<file path="config.mk">
export PLATFORM = sky130hd
export DESIGN_NAME = spi_controller_flat
export DESIGN_NICKNAME = d
export VERILOG_FILES = /design/src/rtl/spi_pkg.sv /design/src/rtl/spi_req_if.sv /design/src/rtl/spi_controller.sv /design/src/flat_wrapper.sv
export SDC_FILE = /design/constraint.sdc
export NUM_CORES = 1
export LEC_CHECK = 0
export ABC_AREA = 1
export ABC_CLOCK_PERIOD_IN_PS = 1500
export CAP_MARGIN = 10
export CORE_ASPECT_RATIO = 0.5
export CORE_UTILIZATION = 53
export DETAILED_ROUTE_END_ITERATION = 10
export MAX_ROUTING_LAYER = met4
export PLACE_DENSITY = 0.78
export SLEW_MARGIN = 30
export SYNTH_ARGS = -nofsm -noshare
export SYNTH_HDL_FRONTEND = slang
export SYNTH_SLANG_ARGS = --single-unit
</file>
<file path="constraint.sdc">
create_clock -name clk -period 1.5 [get_ports clk]
set_clock_uncertainty 0.1 [all_clocks]
set_input_delay 0.3 -clock clk [delete_from_list [all_inputs] [get_ports clk]]
set_output_delay 0.3 -clock clk [all_outputs]
set_load 0.03 [all_outputs]
</file>
<file path="src/rtl/spi_pkg.sv">
// Shared types and constants for the SPI register-write link.
// Used by both the initiator and the register peripheral.
package spi_pkg;

    localparam int FRAME_W = 16;
    localparam int ADDR_W  = 7;
    localparam int DATA_W  = 8;

    localparam logic [ADDR_W-1:0] ADDR_EN_OUT_7_0  = 7'h00;
    localparam logic [ADDR_W-1:0] ADDR_EN_OUT_15_8 = 7'h01;
    localparam logic [ADDR_W-1:0] ADDR_EN_PWM_7_0  = 7'h02;
    localparam logic [ADDR_W-1:0] ADDR_EN_PWM_15_8 = 7'h03;
    localparam logic [ADDR_W-1:0] ADDR_PWM_DUTY    = 7'h04;

    typedef enum logic [2:0] {
        ST_IDLE,
        ST_SETUP,
        ST_SHIFT_HI,
        ST_SHIFT_LO,
        ST_HOLD,
        ST_GAP
    } spi_state_e;

    function automatic int max4(int a, int b, int c, int d);
        int m;
        m = a;
        if (b > m) m = b;
        if (c > m) m = c;
        if (d > m) m = d;
        return m;
    endfunction

    // Bit 15 is the write flag; every frame on this link is a write.
    function automatic logic [FRAME_W-1:0] mk_frame(
        logic [ADDR_W-1:0] addr,
        logic [DATA_W-1:0] data
    );
        return {1'b1, addr, data};
    endfunction

endpackage

</file>
<file path="src/rtl/spi_req_if.sv">
// Valid/ready request channel carrying one register write.
// The requester is the master; the SPI initiator is the slave.
interface spi_req_if;
    import spi_pkg::*;

    logic              req_valid;
    logic              req_ready;
    logic [ADDR_W-1:0] req_addr;
    logic [DATA_W-1:0] req_data;

    modport master (
        output req_valid,
        output req_addr,
        output req_data,
        input  req_ready
    );

    modport slave (
        input  req_valid,
        input  req_addr,
        input  req_data,
        output req_ready
    );

endinterface

</file>
<file path="src/rtl/spi_controller.sv">
// Mode-0 SPI initiator: serialises {1, addr, data} frames MSB first.
// All pin outputs are registered from the next-state decode.
module spi_controller
    import spi_pkg::*;
#(
    parameter int CLK_DIV  = 4,
    parameter int CS_SETUP = 4,
    parameter int CS_HOLD  = 4,
    parameter int CS_GAP   = 8
) (
    input  logic     clk,
    input  logic     rst,
    spi_req_if.slave req,
    output logic     busy,
    output logic     done,
    output logic     nCS,
    output logic     SCLK,
    output logic     COPI
);

    localparam int CNT_MAX = max4(CLK_DIV, CS_SETUP, CS_HOLD, CS_GAP);
    localparam int CW      = $clog2(CNT_MAX + 1);

    typedef logic [CW-1:0] cnt_t;

    localparam cnt_t DIV_LD   = cnt_t'(CLK_DIV - 1);
    localparam cnt_t SETUP_LD = cnt_t'(CS_SETUP - 1);
    localparam cnt_t HOLD_LD  = cnt_t'(CS_HOLD - 1);
    localparam cnt_t GAP_LD   = cnt_t'(CS_GAP - 1);

    if (CLK_DIV < 3 || CS_SETUP < 1 || CS_HOLD < 1 || CS_GAP < 4)
    begin : g_bad_params
        $error("spi_controller: illegal timing parameters");
    end

    spi_state_e         state_q, state_d;
    cnt_t               cnt_q, cnt_d;
    logic [3:0]         bit_q, bit_d;
    logic [FRAME_W-1:0] shift_q, shift_d;
    logic               ncs_q, ncs_d;
    logic               sclk_q, sclk_d;
    logic               copi_q, copi_d;
    logic               ready_q, ready_d;
    logic               busy_q, busy_d;
    logic               done_q, done_d;
    logic               accept;

    assign accept = req.req_valid && ready_q;

    always_comb begin
        state_d = state_q;
        cnt_d   = (cnt_q != '0) ? cnt_q - 1'b1 : '0;
        bit_d   = bit_q;
        shift_d = shift_q;
        copi_d  = copi_q;
        done_d  = 1'b0;

        unique case (state_q)
            ST_IDLE: begin
                if (accept) begin
                    state_d = ST_SETUP;
                    cnt_d   = SETUP_LD;
                    bit_d   = 4'hF;
                    shift_d = mk_frame(req.req_addr, req.req_data);
                    copi_d  = shift_d[FRAME_W-1];
                end
            end
            ST_SETUP: begin
                if (cnt_q == '0) begin
                    state_d = ST_SHIFT_HI;
                    cnt_d   = DIV_LD;
                end
            end
            ST_SHIFT_HI: begin
                if (cnt_q == '0) begin
                    state_d = ST_SHIFT_LO;
                    cnt_d   = DIV_LD;
                    // COPI moves with the falling edge; after bit 0 it holds.
                    if (bit_q != '0) begin
                        shift_d = {shift_q[FRAME_W-2:0], 1'b0};
                        copi_d  = shift_q[FRAME_W-2];
                    end
                end
            end
            ST_SHIFT_LO: begin
                if (cnt_q == '0) begin
                    if (bit_q == '0) begin
                        state_d = ST_HOLD;
                        cnt_d   = HOLD_LD;
                    end else begin
                        state_d = ST_SHIFT_HI;
                        cnt_d   = DIV_LD;
                        bit_d   = bit_q - 1'b1;
                    end
                end
            end
            ST_HOLD: begin
                if (cnt_q == '0) begin
                    state_d = ST_GAP;
                    cnt_d   = GAP_LD;
                    done_d  = 1'b1;
                end
            end
            ST_GAP: begin
                if (cnt_q == '0) begin
                    state_d = ST_IDLE;
                end
            end
            default: begin
                state_d = ST_IDLE;
            end
        endcase

        ncs_d   = !(state_d inside {ST_SETUP, ST_SHIFT_HI,
                                    ST_SHIFT_LO, ST_HOLD});
        sclk_d  = (state_d == ST_SHIFT_HI);
        ready_d = (state_d == ST_IDLE);
        busy_d  = !ready_d;
    end

    always_ff @(posedge clk or posedge rst) begin
        if (rst) begin
            state_q <= ST_IDLE;
            cnt_q   <= '0;
            bit_q   <= '0;
            shift_q <= '0;
            ncs_q   <= 1'b1;
            sclk_q  <= 1'b0;
            copi_q  <= 1'b0;
            ready_q <= 1'b0;
            busy_q  <= 1'b0;
            done_q  <= 1'b0;
        end else begin
            state_q <= state_d;
            cnt_q   <= cnt_d;
            bit_q   <= bit_d;
            shift_q <= shift_d;
            ncs_q   <= ncs_d;
            sclk_q  <= sclk_d;
            copi_q  <= copi_d;
            ready_q <= ready_d;
            busy_q  <= busy_d;
            done_q  <= done_d;
        end
    end

    assign req.req_ready = ready_q;
    assign busy          = busy_q;
    assign done          = done_q;
    assign nCS           = ncs_q;
    assign SCLK          = sclk_q;
    assign COPI          = copi_q;

endmodule

</file>
<file path="src/flat_wrapper.sv">
// flat-port wrapper written by rule: the top's interface ports become plain ports
module spi_controller_flat import spi_pkg::*;
#(
    parameter int CLK_DIV  = 4,
    parameter int CS_SETUP = 4,
    parameter int CS_HOLD  = 4,
    parameter int CS_GAP   = 8
)
  (clk, rst, busy, done, nCS, SCLK, COPI, req_req_valid, req_req_addr, req_req_data, req_req_ready);
  spi_req_if req_i ();
  input  logic clk;
  input  logic rst;
  output logic busy;
  output logic done;
  output logic nCS;
  output logic SCLK;
  output logic COPI;
  input wire logic [$bits(req_i.req_valid)-1:0] req_req_valid;
  input wire logic [$bits(req_i.req_addr)-1:0] req_req_addr;
  input wire logic [$bits(req_i.req_data)-1:0] req_req_data;
  output wire logic [$bits(req_i.req_ready)-1:0] req_req_ready;
  assign req_i.req_valid = req_req_valid;
  assign req_i.req_addr = req_req_addr;
  assign req_i.req_data = req_req_data;
  assign req_req_ready = req_i.req_ready;
  spi_controller #(.CLK_DIV(CLK_DIV), .CS_SETUP(CS_SETUP), .CS_HOLD(CS_HOLD), .CS_GAP(CS_GAP)) u_core (.clk(clk), .rst(rst), .req(req_i), .busy(busy), .done(done), .nCS(nCS), .SCLK(SCLK), .COPI(COPI));
endmodule
</file>
==> implementation parameters, run 1 <==
Parameter                              Value

Status
  Run status    complete, but fails checks
  Violations in the final reports    setup timing

Floorplan
  Starting density of the core    0.589
  Vert. Die Dim    41.1 um
  Width of the chip    80.2 um
  Number of rows in the core area    13
  Ports    24
  Placeable core region    0.00275 mm^2
  DIE AREA    about 0.0033 mm^2

Detailed routing
  Total routed wirelength    4.75 mm
  Via density    ~5.3
  Drc violations    0
  Vias post-DR    between 1500 and 2000
  DRC violation total after the first TritonRoute iteration    between 100 and 150
  Length of the first detailed-routing pass in iterations    5
  Post-route antenna net violation count    0
  Wire length per cell    ~16 um

Finish
  Area occupied by multi-input gates    846 um^2
  Final cell area excluding filler cells    around 0.0024 mm^2
  Area growth from synthesis to layout    49.8%
  Area taken by flip-flops and latches    805 um^2
  Fill cell count    130
  Filler-free cell count of the finished design    around 300
  Layout Nets    275
  Proportion of layout cells with a drive suffix above 1    0.379
  Antenna diode instance count    0

CTS
  Hold buffer count at cts    0
  TritonCTS clock tree    built
  CTS H-tree lvls    2
  CTS root buffer    sky130_fd_sc_hd__clkbuf_8
  Clock-pin slew on the worst setup and hold paths    about 0.070 ns
  Skew-Pair Late Insertion Delay    between 0.2 and 0.3 ns
  Clock buffer depth    2
  Clk sinks    32
  Inserted Clock Buffers    5

Yosys
  Most frequent cell after synthesis    sky130_fd_sc_hd__nand2_1
  Async set or reset register ratio after synthesis    1.00
  Synth top area cells    sky130_fd_sc_hd__dfrtp_1 (48%), sky130_fd_sc_hd__nand2_1 (12%), sky130_fd_sc_hd__o21ai_0 (10%)
  Fraction of the yosys area taken by sequential cells    0.495
  Number of synthesized flops with an enable pin    0
  Share of the synthesized area in the top cell type    0.479
  Flip-flop and latch count after synthesis    32
  Yosys Warn Count    0
  Ys flop type    sky130_fd_sc_hd__dfrtp_1
  Count of distinct cell types in the synthesized netlist    26
  Most area-hungry cell type in the Yosys netlist    sky130_fd_sc_hd__dfrtp_1
  Post-synthesis cell area    around 0.0016 mm^2
  Number of cells produced by synthesis    203
  Net count after synthesis    223
  Synthesized area divided by synthesized cell count    7.98 um^2
  List of most frequent post-synthesis cells    sky130_fd_sc_hd__nand2_1 (52), sky130_fd_sc_hd__o21ai_0 (33), sky130_fd_sc_hd__inv_1 (32), sky130_fd_sc_hd__dfrtp_1 (31), sky130_fd_sc_hd__nor2_1 (15)

Timing
  Max Freq    about 0.63 GHz
  Max-slew violations    0
  Transition at the pin with the smallest max-transition slack    between 0.3 and 0.4 ns
  Smallest setup slack after layout    -0.0870 ns
  Setup TNS    -0.817 ns
  Setup repair after global routing missed its margin    yes
  Final critical path time including I/O delays and setup    approximately 1.6 ns
  Final setup viols    24
  Headroom to the max-slew limit    0.795
  Part of the cycle the worst path needs    1.06
  Final Hold Vio Count    0

Setup path
  Startpoint type of the worst setup path    register
  Required time worst endpoint    1.61 ns
  Crit-path leading delay family    flip-flops
  Classification of the worst setup path    reg2reg
  Worst Path Arrival    1.69 ns
  Cells traversed along the worst timing path    inv_2 -> nand2_2 -> nor2_4 -> inv_4 -> o21ai_4 -> buf_8 -> nand2_1 -> o21ai_1
  Library cell contributing the largest single delay on the critical path    sky130_fd_sc_hd__dfrtp_1
  Nature of the critical path endpoint    register
  Worst-case register-to-register setup slack    -0.09 ns
  CP bufs+invs    3
  Critical path's largest stage delay    0.40 ns
  Worst Path Max Fanout    15

Power
  Power density over the cells    2230 mW/mm^2
  Largest voltage drop on the vdd net    1.71 mV
  Total power after layout    roughly 5.4 mW
  Leak Pwr    1.18 nW

Place
  Placed cell count    270
  Area of placed instances    0.00197 mm^2
  Count of buffers from port buffering    23
  Worst Setup Slack post-DPL    -0.158 ns
  Global placer's final weighted congestion    just under 0.9
  Dpl hpwl    2.24 mm

Global routing
  Vias in the first global route    ~1400
  Final global-route overflow total    0
  Wire length of the first global-routing pass    6.01 mm
  Initial antenna violation count    0
  Met3 usage in global routing    0.0556
  Met2 usage in global routing    0.481
  Overall routing resource usage    0.268
  GRT busiest layer    met2
  Maximum number of pins on one net before global-route repair    20
  Routing usage on met1    0.309

Flow run
  Maxcap violations    0

Worst hold path
  Path class of the lowest-slack min-delay path    in2async
-- registers in the layout, indices dropped and copies added (netlist names) --
signal	count
u_core.COPI	1
u_core.SCLK	1
u_core.bit_q	4
u_core.busy	1
u_core.cnt_q	4
u_core.done	1
u_core.nCS	1
u_core.req.req_ready	1
u_core.shift_q	15
u_core.state_q	3
-- area by class of cell --
| class | instances | area share |
|---|---|---|
| Clock buffer | 6 | 0.0340 |
| Clock inverter | 2 | 0.00412 |
| Inverter | 35 | 0.0552 |
| Multi-Input combinational cell | 130 | 0.348 |
| Sequential cell | 32 | 0.331 |
| Tap cell | 37 | 0.0191 |
| Timing Repair Buffer | 51 | 0.208 |
-- worst reg2reg max path: stages (launching register included) --
cell and delay, ns:
sky130_fd_sc_hd__dfrtp_1 0.40, sky130_fd_sc_hd__inv_2 0.13, sky130_fd_sc_hd__nand2_2 0.09, sky130_fd_sc_hd__nor2_4 0.16, sky130_fd_sc_hd__inv_4 0.08, sky130_fd_sc_hd__o21ai_4 0.19, sky130_fd_sc_hd__buf_8 0.19, sky130_fd_sc_hd__nand2_1 0.08
sky130_fd_sc_hd__o21ai_1 0.09
-- report_power, final --
group	internal [mW]	leakage, nW	total (mW)	switching [mW]
Clock	0.366	0.0510	0.692	0.326
Sequential	1.28	0.385	1.53	0.249
Combinational	1.30	0.745	3.19	1.89
-- per-layer routing --
layer / up-vias / wire length (um) / share of wire
met1: 750 / 2040 / 0.43
met5: - / 0 / 0
met4: 0 / 119 / 0.025
met3: 15 / 294 / 0.062
met2: 70 / 2300 / 0.48
li1: 732 / - / -
-- cells by family after synthesis --
group | Yosys count | share of synthesized area
AND/OR/NAND/NOR | 80 | 0.210
AO/OA/AOI/OAI | 46 | 0.157
buffers and inverters | 41 | 0.112
flip-flops | 32 | 0.495
XOR/XNOR | 2 | 0.0108
adder cells (fa/ha/maj) | 2 | 0.0154
-- through the flow --
| step | hold slack, ns | util |
|---|---|---|
| final | 0.263 | 0.883 |
| after global placement | 0.368 | 0.716 |
| after CTS | 0.253 | 0.813 |
| after global routing | 0.309 | 0.883 |
| after detailed placement | 0.396 | 0.716 |
| after floorplan | 0.315 | - |
-- cell usage in the layout, fill, tap and decap left out --
master	count
sky130_fd_sc_hd__inv_2	9
sky130_fd_sc_hd__o21ai_1	12
sky130_fd_sc_hd__o21ai_4	3
sky130_fd_sc_hd__nand3_1	2
sky130_fd_sc_hd__xor2_1	2
sky130_fd_sc_hd__buf_8	2
sky130_fd_sc_hd__a21oi_2	3
sky130_fd_sc_hd__clkbuf_16	1
sky130_fd_sc_hd__clkbuf_8	6
sky130_fd_sc_hd__clkdlybuf4s50_1	17
sky130_fd_sc_hd__clkdlybuf4s15_1	1
sky130_fd_sc_hd__nand3_2	2
sky130_fd_sc_hd__nand2_1	38
sky130_fd_sc_hd__a21oi_1	2
sky130_fd_sc_hd__nor2_4	7
sky130_fd_sc_hd__clkinv_2	2
sky130_fd_sc_hd__nor3_4	1
sky130_fd_sc_hd__inv_1	25
sky130_fd_sc_hd__nand3_4	1
sky130_fd_sc_hd__o21ai_2	10
sky130_fd_sc_hd__buf_12	1
sky130_fd_sc_hd__a211oi_1	1
sky130_fd_sc_hd__buf_6	7
sky130_fd_sc_hd__nor2_2	3
sky130_fd_sc_hd__dlygate4sd2_1	4
sky130_fd_sc_hd__o21ai_0	14
sky130_fd_sc_hd__dfrtp_2	2
sky130_fd_sc_hd__o211ai_1	1
sky130_fd_sc_hd__dfrtp_1	29
sky130_fd_sc_hd__nand2_4	3
sky130_fd_sc_hd__ha_4	1
sky130_fd_sc_hd__buf_4	18
sky130_fd_sc_hd__nor3_1	1
sky130_fd_sc_hd__nor2_1	9
sky130_fd_sc_hd__nand2_2	12
sky130_fd_sc_hd__ha_1	1
sky130_fd_sc_hd__nand4_4	1
sky130_fd_sc_hd__dfstp_2	1
sky130_fd_sc_hd__inv_4	1
-- what timing repair did --
| item | 4_1_cts | 5_1_grt |
|---|---|---|
| setup buffers | 9 | 8 |
| gates resized for setup | 22 | 76 |
| setup endpoints to repair | 21 | 28 |
| pin swaps | 0 | 11 |
| gates cloned | 2 | 1 |
-- path summary, 6_finish.rpt --
kind,startpoint,to,depth (start not counted)
max,u_core.state_q[2],u_core.shift_q[11],8
min reg2reg,u_core.COPI,u_core.COPI,2
min,rst,u_core.bit_q[2],3
max in group asynchronous,rst,u_core.nCS,3
min in group clk,u_core.COPI,u_core.COPI,2
max reg2reg,u_core.state_q[2],u_core.shift_q[11],8
(Power assumes the default switching activity.)
==> inputs of run 2 (changes only) <==
--- a/config.mk
+++ b/config.mk
@@ -13,6 +13,7 @@
 export DETAILED_ROUTE_END_ITERATION = 10
 export MAX_ROUTING_LAYER = met4
 export PLACE_DENSITY = 0.78
+export RECOVER_POWER = 50
 export SLEW_MARGIN = 30
 export SYNTH_ARGS = -nofsm -noshare
 export SYNTH_HDL_FRONTEND = slang
==> implementation parameters, run 2 (synthesis results as in run 1) <==
Parameter                              Value

Status
  Run status    complete, but fails checks
  Violations in the final reports    setup timing

Timing
  Headroom to the max-slew limit    0.509 (-0.286)
  Part of the cycle the worst path needs    1.06 (+0.00571)
  Final Hold Vio Count    0 (unchanged)
  Max-slew violations    0 (unchanged)
  Final critical path time including I/O delays and setup    1.60 ns (+0.00856 ns)
  Final setup viols    22 (-8.3%)
  Setup repair after global routing missed its margin    yes
  Smallest hold slack    0.402 ns (+0.139 ns)
  Max Freq    0.627 GHz (-0.54%)
  Smallest setup slack after layout    -0.0956 ns (-0.00856 ns)
  Transition at the pin with the smallest max-transition slack    0.736 ns (+0.428 ns)

Finish
  Commonest non-fill, non-tap cells in the layout    sky130_fd_sc_hd__nand2_1 (38), sky130_fd_sc_hd__dfrtp_1 (29), sky130_fd_sc_hd__inv_1 (25), sky130_fd_sc_hd__clkdlybuf4s50_1 (16), sky130_fd_sc_hd__buf_4 (16)
  Commonest non-fill, non-tap cell in the layout    sky130_fd_sc_hd__nand2_1
  Antenna diode instance count    0 (unchanged)
  Proportion of layout cells with a drive suffix above 1    0.375 (-0.00391)
  Register with the most flip-flops    u_core.shift_q
  Area growth from synthesis to layout    49.4%
  Top Registers    u_core.shift_q: 15 flops, u_core.bit_q: 4 flops, u_core.cnt_q: 4 flops
  Max FFs per register    15 (unchanged)
  Layout Nets    275 (unchanged)
  Fill cell count    133 (+2.3%)
  Filler-free cell count of the finished design    293 (unchanged)

Place
  Dpl hpwl    2.24 mm (unchanged)
  Count of buffers from port buffering    23 (unchanged)
  Placed cell count    270 (unchanged)
  Global placer's final weighted congestion    0.868 (unchanged)
  Worst Setup Slack post-DPL    -0.158 ns (unchanged)

Floorplan
  Number of rows in the core area    13 (unchanged)
  Starting density of the core    0.589 (unchanged)
  Width of the chip    80.2 um (unchanged)
  Placeable core region    0.00275 mm^2 (unchanged)
  DIE AREA    0.00330 mm^2 (unchanged)
  Vert. Die Dim    41.1 um (unchanged)
  Ports    24 (unchanged)

CTS
  Clock-pin slew on the worst setup and hold paths    0.07 ns (about the same)
  Clk sinks    32 (unchanged)
  CTS root buffer    sky130_fd_sc_hd__clkbuf_8
  TritonCTS clock tree    built
  Clock buffer depth    2 (unchanged)
  Inserted Clock Buffers    5 (unchanged)
  CTS H-tree lvls    2 (unchanged)
  Skew-Pair Late Insertion Delay    0.28 ns (about the same)

Detailed routing
  Length of the first detailed-routing pass in iterations    4 (-1)
  Via density    5.42 (+1.3%)
  Drc violations    0 (unchanged)
  DRC violation total after the first TritonRoute iteration    108 (+1.9%)
  Total routed wirelength    4.71 mm (-0.84%)
  Post-route antenna net violation count    0 (unchanged)
  Wire length per cell    16.1 um (-0.84%)
  Vias post-DR    1587 (+1.3%)

Setup path
  Worst Path Arrival    1.70 ns (about the same)
  Classification of the worst setup path    reg2reg
  Required time worst endpoint    1.60 ns (about the same)
  Worst Path Max Fanout    15 (unchanged)
  Startpoint type of the worst setup path    register
  Nature of the critical path endpoint    register

Power
  Leak Pwr    1.18 nW (-0.34%)
  Largest voltage drop on the vdd net    1.71 mV (+0.15%)
  Power density over the cells    2230 mW/mm^2 (about the same)
  Total power after layout    5.40 mW (-0.19%)

Global routing
  Vias in the first global route    1403 (unchanged)
  Initial antenna violation count    0 (unchanged)
  Final global-route overflow total    0 (unchanged)
  Overall routing resource usage    0.268 (unchanged)
  Maximum number of pins on one net before global-route repair    20 (unchanged)
  Wire length of the first global-routing pass    6.01 mm (unchanged)

Flow run
  Maxcap violations    0 (unchanged)

Worst hold path
  Path class of the lowest-slack min-delay path    reg2reg
==> run 2: final timing paths <==
check                             startpoint                 end  slack, ns  cells after the start
max                        u_core.state_q[2]  u_core.shift_q[11]       -0.1                      8
min                              u_core.COPI         u_core.COPI       0.40                      2
max reg2reg                u_core.state_q[2]  u_core.shift_q[11]       -0.1                      8
min reg2reg                      u_core.COPI         u_core.COPI       0.40                      2
max in group asynchronous                rst   u_core.state_q[0]       0.19                      3
min in group asynchronous                rst     u_core.cnt_q[3]       0.50                      3
==> run 2: worst max-delay path, stage by stage, from the launching register on <==
cell	delay (ns)
sky130_fd_sc_hd__dfrtp_1	0.40
sky130_fd_sc_hd__inv_2	0.14
sky130_fd_sc_hd__nand2_2	0.09
sky130_fd_sc_hd__nor2_4	0.16
sky130_fd_sc_hd__inv_4	0.08
sky130_fd_sc_hd__o21ai_4	0.19
sky130_fd_sc_hd__buf_8	0.19
sky130_fd_sc_hd__nand2_1	0.07
sky130_fd_sc_hd__o21ai_1	0.10
==> run 2: power by group <==
| group | switching (mW) | total (mW) | internal (mW) |
|---|---|---|---|
| Sequential | 0.252 | 1.53 | 1.28 |
| Clock | 0.319 | 0.684 | 0.366 |
| Combinational | 1.88 | 3.18 | 1.30 |
==> run 2: timing repair <==
item                       4_1_cts  5_1_grt
resized for setup               22       76
hold buffers                     0        0
cloned                           2        1
pin swaps                        0       11
setup endpoints to repair       21       28
buffers inserted                 9        8
==> run 2: layer usage <==
metal / track usage / share of wire
met3: 0.0556 / 0.062
met4: 0.121 / 0.025
met1: 0.309 / 0.43
met5: - / 0
met2: 0.481 / 0.48
==> run 2: area by class of cell <==
class	instances	area, um^2	area share
clock inverter	2	10.0	0.00413
inverter	35	134	0.0553
multi-input combinational	130	846	0.349
sequential	32	805	0.332
timing repair buffer	51	498	0.206
tap	37	46.3	0.0191
clock buffer	6	82.6	0.0341
==> run 2: metrics by stage <==
step           TNS (ns)  instance area [um^2]   util
2_1_floorplan         0                  1620      -
3_3_place_gp      -1.55                  1970  0.716
3_5_place_dp      -2.56                  1970  0.716
4_1_cts               0                  2240  0.813
5_1_grt           -2.06                  2420  0.881
6_report         -0.927                  2420  0.881
==> RTL change 1: new RTL, config.mk and constraints of run 2 <==
`CS_SETUP` is set to 4 in 2 places; all go to 2.
--- a/src/rtl/spi_controller.sv
+++ b/src/rtl/spi_controller.sv
@@ -4,7 +4,7 @@
     import spi_pkg::*;
 #(
     parameter int CLK_DIV  = 4,
-    parameter int CS_SETUP = 4,
+    parameter int CS_SETUP = 2,
     parameter int CS_HOLD  = 4,
     parameter int CS_GAP   = 8
 ) (
--- a/src/flat_wrapper.sv
+++ b/src/flat_wrapper.sv
@@ -2,7 +2,7 @@
 module spi_controller_flat import spi_pkg::*;
 #(
     parameter int CLK_DIV  = 4,
-    parameter int CS_SETUP = 4,
+    parameter int CS_SETUP = 2,
     parameter int CS_HOLD  = 4,
     parameter int CS_GAP   = 8
 )
Behaviour: not the same (Yosys sat finds a counterexample within 10 cycles, from zero or initial values and one cycle with rst high).
==> RTL change 1 against run 2 <==
- count of clock-buffer cells in the layout did not move
- highest routed layer unchanged
- via count decreased by 5.0%
- synthesized area increased by 3.6%
- the flow still finishes with violations (negative setup slack)
- sequential cell count did not move
- power down 1.1%
- combinational power down 3%
- critical endpoint is now u_core.shift_q[3]
- largest cell class unchanged
- fmax shrank 2.7%
- largest power group unchanged
- setup slack got worse by 0.044 ns
- wire length down 1.9%
- final area down 2.4%
==> RTL change 1: results (changes against run 2) <==
Max-slew headroom 45.99% (-4.9 points); GR Util All Layers 25.09% (-1.7 points); Yosys warning total 0 (unchanged); Skew-Pair Late Insertion Delay between 0.2 and 0.3 ns; syn nets 221 (-0.90%); Routed Wire Length 4.624 mm (-1.9%); antenna cells 0 (unchanged); Commonest cells post-synth nand2_1 (43), dfrtp_1 (31), inv_1 (28); clk slew on worst S/H paths 0.06 ns; post-synthesis instance total 199 (-2.0%); Filler Cell Count 194 (+46%); routability congestion estimate 0.8274 (-4.7%); vias per std cell 5.329 (-1.6%); H-tree depth 2 (unchanged); final setup margin -0.1397 ns (-0.04418 ns); post-CTS setup buffer count 1 (-8); number of global-route vias before repair 1494 (+6.5%); CP peak stage delay 0.40 ns (about the same); largest net degree at the start of global routing 33 (+65%); NumNets Final 264 (-4.0%); critical path peak fanout 18 (+3); Data arrival, critical path 1.76 ns (+0.06 ns); hold crit path type reg2reg; maximum vdd ir drop 1.308 mV (-23%); failing checks negative setup slack; status finished with violations; slowest CP cell dfrtp_1; Iter 0 DRT Violations 106 (-1.9%); first-pass GRT wire length 6.134 mm (+2.1%); family with the most delay on the worst path flip-flops; final setup fails 28 (+27%); placed cell count 271 (+0.37%); wire length per cell 16.34 um (+1.6%); Post-CTS Resized 16 (-27%); CTS buffer count 5 (unchanged); sequential fraction of the synthesis area 47.76% (-1.7 points); DP HPWL 2.331 mm (+4.2%); share of cells above drive strength 1 34.98% (-2.5 points); clk root buf clkbuf_8; synth unique cells 32 (+23%); Main synth FF type dfrtp_1; Leakage 1.125 nW (-4.4%); Setup TNS -2.845 ns (-1.918 ns); antenna violations before repair 0 (unchanged); top cells by area, synth dfrtp_1 (46%), nand2_1 (9.6%), inv_1 (6.3%)
[RTL change 1: final cells by class]
type	instances	share of cell area [%]
Timing Repair Buffer	42	17.69
Inverter	33	5.350
Tap cell	40	2.119
Multi-Input combinational cell	128	36.97
Clock inverter	2	0.4237
Clock buffer	6	3.496
Sequential cell	32	33.95
[RTL change 1: cell families (layout without fill, tap and decap cells)]
kind of cell / count (synthesis) / count (layout) / share of synthesized area, %
AND/OR/NAND/NOR: 71 / 71 / 19.67
AO/OA/AOI/OAI: 51 / 51 / 18.18
buffers and inverters: 39 / 83 / 10.36
flip-flops: 32 / 32 / 47.76
adder cells (fa/ha/maj): 4 / 4 / 2.981
XOR/XNOR: 2 / 2 / 1.043
[RTL change 1: final timing paths]
kind / from / end / slack, ns / depth (start not counted)
min in group asynchronous: rst / u_core.done / 0.60 / 3
max reg2reg: u_core.cnt_q[1] / u_core.shift_q[3] / -0.14 / 9
min: u_core.shift_q[6] / u_core.shift_q[6] / 0.42 / 2
min reg2reg: u_core.shift_q[6] / u_core.shift_q[6] / 0.42 / 2
max: u_core.cnt_q[1] / u_core.shift_q[3] / -0.14 / 9
max in group asynchronous: rst / u_core.bit_q[2] / 0.19 / 3
[RTL change 1: metrics by stage]
step / area (um^2) / worst slack, ns
3_5_place_dp: 2092 / -0.09682
6_report: 2362 / -0.1397
2_1_floorplan: 1703 / -0.01604
5_1_grt: 2362 / -0.2114
4_1_cts: 2223 / -0.06607
3_3_place_gp: 2092 / -0.06120
[RTL change 1: per-layer routing]
metal	global-route usage, %	vias up	routed length [um]
met5	-	-	0
met4	13.33	0	125
met3	7.033	18	217
met2	39.83	58	2299
met1	28.98	718	1982
li1	-	714	-
[RTL change 1: power by group]
group | internal (mW) | switching (mW)
Sequential | 1.29 | 0.260
Combinational | 1.26 | 1.83
Clock | 0.366 | 0.333
==> RTL change 2: new RTL, config.mk and constraints of run 2 <==
Without the edit above. Take the reset off `shift_q` and load it in a clocked block of its own.
--- a/src/rtl/spi_controller.sv
+++ b/src/rtl/spi_controller.sv
@@ -123,7 +123,6 @@
             state_q <= ST_IDLE;
             cnt_q   <= '0;
             bit_q   <= '0;
-            shift_q <= '0;
             ncs_q   <= 1'b1;
             sclk_q  <= 1'b0;
             copi_q  <= 1'b0;
@@ -134,7 +133,6 @@
             state_q <= state_d;
             cnt_q   <= cnt_d;
             bit_q   <= bit_d;
-            shift_q <= shift_d;
             ncs_q   <= ncs_d;
             sclk_q  <= sclk_d;
             copi_q  <= copi_d;
@@ -142,6 +140,10 @@
             busy_q  <= busy_d;
             done_q  <= done_d;
         end
+    end
+
+    always_ff @(posedge clk) begin
+        shift_q <= shift_d;
     end
 
     assign req.req_ready = ready_q;
Function: no difference found for any inputs over 10 cycles, from zero or initial values and one cycle with rst high; that may be too few to reach the edited logic, so the function may still have changed.
==> RTL change 2 against run 2 <==
- final area fell by 12%
- sequential cell count is the same
- final cell count decreased by 15%
- power down 16%
- synthesized area fell by 4.6%
- wire length down 29%
- setup slack better by 0.15 ns
==> RTL change 2: results (changes against run 2) <==
status completed; Yosys warning total 0 (unchanged); clk root buf clkbuf_8; synth unique cells 27 (+3.8%); Skew-Pair Late Insertion Delay approximately 0.29 ns; Top Metal Used met4; final worst-path cycle share 96.27% (-10 points); final setup fails 0 (-100%); vias per std cell 4.871 (-10%); Commonest cells post-synth nand2_1 (65), dfrtp_1 (16), edfxtp_1 (15); placed cell count 239 (-11%); CTS buffer count 5 (unchanged); WL met1 1.546 mm (-24%); post-synthesis instance total 167 (-18%); H-tree depth 2 (unchanged); largest net degree at the start of global routing 17 (-15%); maximum vdd ir drop 1.453 mV (-15%); Data arrival, critical path 1.04 ns (-0.66 ns); antenna violations before repair 0 (unchanged); port bufs 23 (unchanged); hold crit path type in2async; GR Util All Layers 24.06% (-2.8 points); number of global-route vias before repair 1134 (-19%); CP peak stage delay 0.40 ns (about the same); Worst R2R Start u_core.state_q[1]; Synth async-reset ratio 53.13% (-47 points); met3 wire length 131 um (-55%); Critical path origin u_core.COPI; R2R depth 4 (-4); worst flop-to-flop path endpoint u_core.shift_q[14]; NumNets Final 231 (-16%); slowest CP cell dlygate4sd2_1; share of cells above drive strength 1 28.30% (-9.2 points); DR WL met2 1.591 mm (-30%); DRT Pass-1 Iters 4 (unchanged); Main synth FF type dfrtp_1; family with the most delay on the worst path buffers and inverters; syn nets 187 (-16%); first-pass GRT wire length 4.940 mm (-18%); Iter 0 DRT Violations 56 (-48%); sequential fraction of the synthesis area 56.72% (+7.2 points); routability congestion estimate 0.8023 (-7.6%); top cells by area, synth edfxtp_1 (29%), dfrtp_1 (26%), nand2_1 (16%); Regs by FF count u_core.shift_q: 15 flops, u_core.bit_q: 4 flops, u_core.cnt_q: 4 flops; pre-CTS WS -0.1273 ns (+0.03021 ns); Area after DPL 1933 um^2 (-1.8%); Setup crit end COPI; Routed Wire Length 3.332 mm (-29%); clk slew on worst S/H paths 0.07 ns (about the same); antenna cells 0 (unchanged); critical path peak fanout 2 (-13); via count 1213 (-24%); maximum buffer depth of the clock tree 2 (unchanged); worst slew pin tran 0.4976 ns (-0.2385 ns); Post-synth EDFFs 15 (+15); Leakage 0.9997 nW (-15%); DP HPWL 2.174 mm (-2.8%)
-- RTL change 2: metal layers --
metal | vias to the layer above | track usage [%]
li1 | 615 | -
met1 | 569 | 27.17
met2 | 22 | 40.35
met3 | 7 | 8.182
met4 | 0 | 12.04
met5 | - | -
-- RTL change 2: cell families (layout without fill, tap and decap cells) --
kind of cell,count (synthesis),count (layout),synth area share (%)
AND/OR/NAND/NOR,92,93,27.75
flip-flops,32,32,56.72
XOR/XNOR,2,2,1.133
adder cells (fa/ha/maj),2,2,1.618
buffers and inverters,23,67,5.987
AO/OA/AOI/OAI,16,16,6.797
-- RTL change 2: report_power, final --
group          leakage, nW  total [mW]  internal, mW  switching, mW
registers            0.344        1.56          1.36          0.193
clock network       0.0552       0.807         0.492          0.315
logic                0.601        2.18         0.851           1.33
total                 1.00        4.54          2.71           1.83
-- RTL change 2: what timing repair did --
action | 4_1_cts | 5_1_grt
endpoints found under the setup margin | 20 | 24
setup buffers | 0 | 1
pin swaps | 0 | 10
cloned | 0 | 1
resized for setup | 5 | 18
-- RTL change 2: final cells by class --
cell class / instances / area (um^2)
clock buffer: 6 / 72.57
clock inverter: 2 / 35.03
fill: 187 / 559.3
inverter: 20 / 75.07
multi-input combinational: 113 / 655.6
sequential: 32 / 879.6
tap: 37 / 46.29
timing repair buffer: 39 / 360.3
-- RTL change 2: worst min path at each step --
| stage | startpoint | end | slack, ns | cells past startpoint |
|---|---|---|---|---|
| after floorplan | rst | u_core.COPI | 0.13 | 1 |
| after global placement | u_core.shift_q[14] | u_core.COPI | 0.39 | 1 |
| after detailed placement | u_core.shift_q[14] | u_core.COPI | 0.40 | 1 |
| after CTS | rst | u_core.state_q[2] | 0.17 | 2 |
| after global routing | rst | u_core.state_q[2] | 0.35 | 2 |
| final | rst | u_core.state_q[2] | 0.30 | 2 |
